$ cat config.mk
export PLATFORM = sky130hd
export DESIGN_NAME = rr_ring_arbiter
export DESIGN_NICKNAME = d
export VERILOG_FILES = /design/src/rtl/rr_ring_arbiter.sv
export SDC_FILE = /design/constraint.sdc
export NUM_CORES = 1
export LEC_CHECK = 0
export CAP_MARGIN = 10
export CORE_AREA = 2 2 42 44
export DETAILED_ROUTE_END_ITERATION = 10
export DIE_AREA = 0 0 44 46
export PLACE_DENSITY = 0.69
export SKIP_CTS_REPAIR_TIMING = 1
export SYNTH_ARGS = -nofsm -noshare
export SYNTH_HDL_FRONTEND = slang
export SYNTH_SLANG_ARGS = --single-unit
$ cat constraint.sdc
create_clock -name clk -period 1.5 [get_ports clk]
set_clock_uncertainty 0.05 [all_clocks]
set_input_delay 0.45 -clock clk [delete_from_list [all_inputs] [get_ports clk]]
set_output_delay 0.45 -clock clk [all_outputs]
set_load 0.01 [all_outputs]
$ cat src/rtl/rr_ring_arbiter.sv
// rtl/rr_ring_arbiter.sv - round-robin ring arbiter holding a one-hot grant until done or req drop
// Forced release after MAX_HOLD cycles is enabled by defining RR_RING_ARBITER_TIMEOUT_EN.
module rr_ring_arbiter #(
  parameter int N        = 4,
  parameter int MAX_HOLD = 8,
  parameter int CNT_W    = 4
) (
  input  logic                 clk,
  input  logic                 reset,
  input  logic [N-1:0]         req,
  input  logic                 done,
  output logic [N-1:0]         grant,
  output logic [$clog2(N)-1:0] grant_idx,
  output logic                 busy,
  output logic                 timeout
);
  localparam int IDX_W = $clog2(N);

  typedef enum logic {IDLE, GRANT} state_e;

  if (!((2 ** CNT_W) > MAX_HOLD) || N < 2 || N > 16) begin : g_bad_cfg
    $error("rr_ring_arbiter: invalid N/MAX_HOLD/CNT_W combination");
  end

  state_e           state_q;
  logic [N-1:0]     ptr_q;
  logic [N-1:0]     grant_q;
  logic [IDX_W-1:0] idx_q;
  logic             busy_q;
  logic             timeout_q;
`ifdef RR_RING_ARBITER_TIMEOUT_EN
  logic [CNT_W-1:0] hold_cnt_q;
`endif

  logic [N-1:0]     req_hi;
  logic [N-1:0]     grant_d;
  logic [IDX_W-1:0] idx_d;
  logic [N-1:0]     ptr_d;
  logic             owner_rel;

  // Bits at or above the pointer win first; otherwise wrap to the lowest set bit.
  always_comb begin
    req_hi = req & ~(ptr_q - N'(1));
    if (|req_hi) grant_d = req_hi & (~req_hi + N'(1));
    else         grant_d = req & (~req + N'(1));
    idx_d = '0;
    for (int i = 0; i < N; i++) begin
      if (grant_d[i]) idx_d = IDX_W'(i);
    end
  end

  assign ptr_d     = {grant_q[N-2:0], grant_q[N-1]};
  assign owner_rel = done | ~(|(req & grant_q));

  always_ff @(posedge clk or posedge reset) begin
    if (reset) begin
      state_q    <= IDLE;
      ptr_q      <= N'(1);
      grant_q    <= '0;
      idx_q      <= '0;
      busy_q     <= 1'b0;
      timeout_q  <= 1'b0;
`ifdef RR_RING_ARBITER_TIMEOUT_EN
      hold_cnt_q <= '0;
`endif
    end else begin
      timeout_q <= 1'b0;
      case (state_q)
        IDLE: begin
          if (|req) begin
            grant_q    <= grant_d;
            idx_q      <= idx_d;
            busy_q     <= 1'b1;
            state_q    <= GRANT;
`ifdef RR_RING_ARBITER_TIMEOUT_EN
            hold_cnt_q <= '0;
`endif
          end
        end
        GRANT: begin
`ifdef RR_RING_ARBITER_TIMEOUT_EN
          if (hold_cnt_q != '1) hold_cnt_q <= hold_cnt_q + CNT_W'(1);
`endif
          if (owner_rel) begin
            grant_q <= '0;
            idx_q   <= '0;
            busy_q  <= 1'b0;
            ptr_q   <= ptr_d;
            state_q <= IDLE;
          end
`ifdef RR_RING_ARBITER_TIMEOUT_EN
          else if (hold_cnt_q == CNT_W'(MAX_HOLD - 1)) begin
            grant_q   <= '0;
            idx_q     <= '0;
            busy_q    <= 1'b0;
            ptr_q     <= ptr_d;
            timeout_q <= 1'b1;
            state_q   <= IDLE;
          end
`endif
        end
        default: state_q <= IDLE;
      endcase
    end
  end

  assign grant     = grant_q;
  assign grant_idx = idx_q;
  assign busy      = busy_q;
  assign timeout   = timeout_q;
endmodule

**Yosys cells after proc, flatten, opt, wreduce, memory -nomap -nowiden**

Cells that the tools add are included.

- Register bits after elaboration: 12
- Output and inout port bits: 8
- Word-level logic and storage cells: 41

- Bitwise operators: 10
- Muxes and demuxes: 16
- Equal/unequal tests: 2
- Reduce and logical (&&, ||, !) cells: 5
- Add/sub/neg operators: 3

Operators with widths:

| kind | number |
|---|---|
| $and A4 B4 Y4 | 4 |
| $mux W4 | 3 |
| $not A4 Y4 | 3 |
| $reduce_or A4 Y1 | 3 |
| $add A4 B1 Y4 const B | 2 |
| $mux W2 | 4 |
| $pmux W4 S2 | 1 |
| $mux W1 | 5 |
| $pmux W1 S2 | 2 |
| $pmux W2 S2 | 1 |
| $reduce_and A2 Y1 | 2 |
| $sub A4 B1 Y4 const B | 1 |
| $ne A2 B1 Y1 const B | 1 |
| $ne A2 B2 Y1 const B | 1 |
| $not A1 Y1 | 2 |
| $or A1 B1 Y1 | 1 |

**Depth between registers and ports, before layout**

- Word-level depth: 12
- Depth in mapped cells: 6
- Gate-level depth less buffers: 6

**Least setup slack after synthesis**

No wires, ideal clock.

- Path kind: in2reg
- Start: input req[0]
- End: register grant_q[0] (netlist: grant[0])
- Required time: 1.360 ns
- Arrival time: 1.486 ns
- Path buffers: 1
- Cell stages on the path: 5
- Library setup time: 0.090 ns
- Slack: -0.127 ns
- Cells stage by stage: clkbuf_2 or4_1 nor2_1 a21oi_1 o221ai_1

- Longest elaborated chain between the ends: 7
- Elaborated cells on any way between the ends: 19
- Those cells by class: add/sub (2); eq/ne (2); mux (3); bitwise (8); reduce/logical (4)

RTL lines:

| what | RTL line | source |
|---|---|---|
| start, declared | 10 | `input logic [N-1:0] req,` |
| $and A4 B4 Y4 | 43 | `req_hi = req & ~(ptr_q - N'(1));` |
| $not A4 Y4 | 44 | `if (\|req_hi) grant_d = req_hi & (~req_hi + N'(1));` |
| $add A4 B1 Y4 | 44 |  |
| $and A4 B4 Y4 | 44 |  |
| $mux W4 | 44 |  |
| $mux W4 | 70 | `if (\|req) begin` |
| $pmux W4 S2 | 68 | `case (state_q)` |
| end signal, assigned | 71 | `grant_q <= grant_d;` |
| end, declared | 27 | `logic [N-1:0] grant_q;` |

Parallel ways exist; a longest one is shown, timed or not. The select of a mux whose other input is x is not followed.
A chain may end at the register's enable or synchronous reset.

**Final worst setup path**

- Start: register ptr_q[0]
- End: register idx_q[0] (netlist: grant_idx[0])

- Longest elaborated chain between the ends: 12
- Elaborated cells on any way between the ends: 13
- Those cells by class: add/sub (2); mux (6); bitwise (4); reduce/logical (1)

RTL lines:

| what | RTL line | source |
|---|---|---|
| start, declared | 26 | `logic [N-1:0] ptr_q;` |
| start signal, assigned | 88 | `ptr_q <= ptr_d;` |
| $sub A4 B1 Y4 (*) | 43 |  |
| $not A4 Y4 (*) | 43 |  |
| $and A4 B4 Y4 (*) | 43 |  |
| $not A4 Y4 | 44 |  |
| $add A4 B1 Y4 | 44 |  |
| $and A4 B4 Y4 | 44 |  |
| $mux W4 (*) | 44 |  |
| $mux W1 | 48 | `if (grant_d[i]) idx_d = IDX_W'(i);` |
| $mux W2 | 48 |  |
| $mux W2 (*) | 48 |  |
| $mux W2 (*) | 70 |  |
| $pmux W2 S2 (*) | 68 |  |
| end signal, assigned | 72 | `idx_q <= idx_d;` |
| end, declared | 28 | `logic [IDX_W-1:0] idx_q;` |

Mark *: on every way between the ends. The rest lies on a longest branch, timed or not. The select of a mux whose other input is x is not followed.

==> summary.md <==
Across the run, the number of max-cap violations was 0. The final reports fail on setup timing. The share of the synthesized area in the top cell type was 44.44%; the total grt overflow was 0. For met3 alone, demand over resource in global routing was 2.778%. The signal on the critical path passes through inv_2 -> ha_4 -> xnor2_4 -> a21oi_2 -> buf_4 -> a41oi_2 -> o211ai_1. The largest single stage delay on the critical path is 0.58 ns. The kind of critical path is flip-flop to flip-flop. The remaining antenna violation count after routing was 0.

The placeable core area was 0.001614 mm2; the area fraction in compound gates after synthesis was 26.46%. The layout has 137 filler cells. The die height is 46 um, and the HPWL reported at the end of detailed placement is 1.133 mm. For the count of yosys warnings during synthesis, the log shows 0.

TritonCTS built the clock tree. The worst setup slack after layout was -0.2089 ns; the number of synthesized flops with an enable pin was 0. The routed design could run at a clock period as short as 1.709 ns.

The post-synthesis sequential area ratio was 48.69%; the multi-input logic area was 360.3 um2. The worst setup path is launched from a flip-flop. The area of the die is 0.002024 mm2. The total power draw is 1.813 mW, and the simple-gate share of the synthesized area is 12.12%. The total clock sinks was 12; the total global-route track usage was 17.32%.

In this run the mean area of a mapped cell was 9.384 um2. In this run the deepest clock path goes through 2 buffers. Number of H-tree levels: 1.

Once the floorplan was initialized, standard cells occupied 38.37% of the core. VDD sags by at most 0.0009295 V. The largest family of logic cells by synthesized area is compound AO/OA/AOI/OAI gates. The endpoint required time on the critical path was 1.60 ns. Final hold analysis gives a worst-case slack of 0.4162 ns.

For this run, global-route usage on met2 was measured as 24.41%. The run gives 15 as the row count. In this run, synthesis produced a sequential element count of 12.

The largest individual stage delay along the critical path comes from the cell dfstp_2. The tools report the via count of the first global-routing pass as 557. The run finished, with violations left. Entering global routing, the biggest net connects 13 pins. The hold violation total from the final report is 0. The run gives 109 as the number of non-filler instances in the completed layout. The number of nets in the synthesized netlist is 74. For this block, the via count after detailed routing is 612.

The sequential cells in the finished layout cover a total of 301.5 um2. The synthesized design spends more area on one cell type than any other, namely dfrtp_1. The first global-routing pass estimated 2.463 mm of wire.

The count of different cell masters after synthesis was 30; the cell area after synthesis was 619.3 um2. The tools report the setup slack at placement as -0.5239 ns. The run gives 0 as the count of pins over their slew limit. The number of failing setup endpoints in the final timing report is 6, and the signal arrival time at the worst endpoint is 1.80 ns.

The final layout contains 101 nets. For this run, the top clock speed supported by timing is 585.2 MHz. The portion of netlist area occupied by mux cells was 0%; the via-per-instance ratio was 5.615. For the worst-skew pair, the clock arrives at the later sink with an insertion delay of 0.28 ns.

Ranked by total cell area, the synthesized netlist is headed by dfrtp_1 44%, o21ai_0 8.9%, inv_1 6.7%, dfstp_2 4.2%, a21oi_1 3.2%. The mean routed wirelength per cell came out at 15.02 um. At the end of routability-driven placement, the weighted congestion stood at 0.8074.

After detailed placement, the design holds a cell count of 102. Clock-pin slew was measured on the worst setup and hold paths at 0.07 ns. During placement, the flow inserted port buffers numbering 13.

Of the total synthesized cell area, the portion taken by full adders, half adders and majority gates is 2.020%. The run gives 7 as the first-iteration detailed-routing DRC count. The share of flip-flops with an asynchronous set or reset after synthesis works out to 100.0%. The logs give 1.637 mm for the final wirelength and 66 for the cell count after synthesis. The leakage power figure came out at 0.5393 nW. Setup repair after global routing could not meet its margin everywhere. The path class of the tightest hold or removal check is primary input to asynchronous set/reset pin. The first detailed-routing pass ran for 4 iterations.

For this run, the leading register cell type out of synthesis is dfrtp_1. The number of CTS-inserted buffers was 3. After detailed routing, the number of remaining DRC violations is 0. The number of top-level pins is 15.

The busiest layer in global routing was met2. Compared with the post-synthesis result, the final layout area differs by 61.62%. Cell at the root of the clock tree: clkbuf_4. The largest fanout of any net on the critical path is 5, and the post-route fraction of the period consumed by the critical path is 113.9%. Summing the areas of all xor and xnor instances in the mapped netlist gives 1.414% of the synthesized area. The antenna cell count came out at 0.

The share of post-route cells with drive strength above 1 is 34.78%, and the number of antenna violations at the first check in global routing is 0. The tools report the met1 demand-to-capacity share in global routing as 24.32%. The worst setup path is captured at a flip-flop. Dividing total power by cell area gives a power density of 1811 mW/mm2. The die outline width is 44 um, and the post-route core utilization is 62.02%.
==> area by class of cell <==
type	instances	area share (%)
well taps	17	2.125
repair buffers	24	24.00
inverters	11	4.125
multi-input cells	41	36.00
clock buffers	4	3.625
flip-flops and latches	12	30.12
==> cell usage after synthesis, types with 2 or more instances <==
cell type and instances:
o211ai_1 2, inv_1 11, o21ai_0 11, nand2_1 2, dfrtp_1 11, a21oi_1 4, a22oi_1 2
==> cell usage in the layout (no fill, tap or decap), types with 2 or more instances in the layout <==
| cell | n |
|---|---|
| o21ai_0 | 8 |
| clkbuf_4 | 3 |
| dfrtp_1 | 11 |
| dlymetal6s2s_1 | 11 |
| a21oi_2 | 3 |
| a22oi_1 | 2 |
| o21ai_1 | 2 |
| buf_4 | 11 |
| inv_1 | 10 |
| or4_4 | 2 |
| nand2_1 | 2 |
| clkdlybuf4s50_1 | 2 |
| o211ai_1 | 2 |
==> sequential cells by signal, indices dropped and copies added, names as in the netlist <==
register / flops
ptr_q: 4
grant_idx: 2
grant: 4
busy: 1
state_q: 1
==> worst max-delay path, delay by kind of cell (launching register included) <==
family / cells / cell delay [ns]
flip-flops: 1 / 0.58
buffers and inverters: 2 / 0.20
AO/OA/AOI/OAI: 3 / 0.42
adder cells (fa/ha/maj): 1 / 0.17
XOR/XNOR: 1 / 0.15
==> cell families after synthesis <==
kind of cell | count (synthesis)
other | 1
AO/OA/AOI/OAI | 26
adder cells (fa/ha/maj) | 1
XOR/XNOR | 1
buffers and inverters | 13
flip-flops | 12
AND/OR/NAND/NOR | 12
==> per-stage QoR <==
stage / setup TNS (ns) / area [um2]
6_report: -0.7229 / 1001
5_1_grt: -1.071 / 1001
4_1_cts: -3.452 / 879.6
3_5_place_dp: -5.472 / 843.3
3_3_place_gp: -5.355 / 843.3
2_1_floorplan: 0 / 644.4
==> layer usage <==
| metal | share of wire, % | routed length (um) | up-vias |
|---|---|---|---|
| met5 | 0 | 0 | - |
| met3 | 4.0 | 65 | 6 |
| met2 | 46 | 747 | 18 |
| li1 | - | - | 290 |
| met4 | 2.4 | 40 | 0 |
| met1 | 48 | 783 | 298 |
==> power by group <==
part	internal [mW]	switching [mW]	total, mW
sequential	0.451	0.137	0.587
combinational	0.512	0.455	0.967
clock	0.148	0.111	0.259
==> final timing paths <==
check | startpoint | endpoint | slack, ns | cells past startpoint
min in group clk | ptr_q[0] | ptr_q[0] | 0.50 | 2
max in group asynchronous | reset | ptr_q[0] | 0.65 | 2
min | reset | grant[2] | 0.42 | 2
max | ptr_q[0] | grant_idx[0] | -0.21 | 7
min reg2reg | ptr_q[0] | ptr_q[0] | 0.50 | 2
max reg2reg | ptr_q[0] | grant_idx[0] | -0.21 | 7
Note: power is estimated with default switching activity, not from simulation.
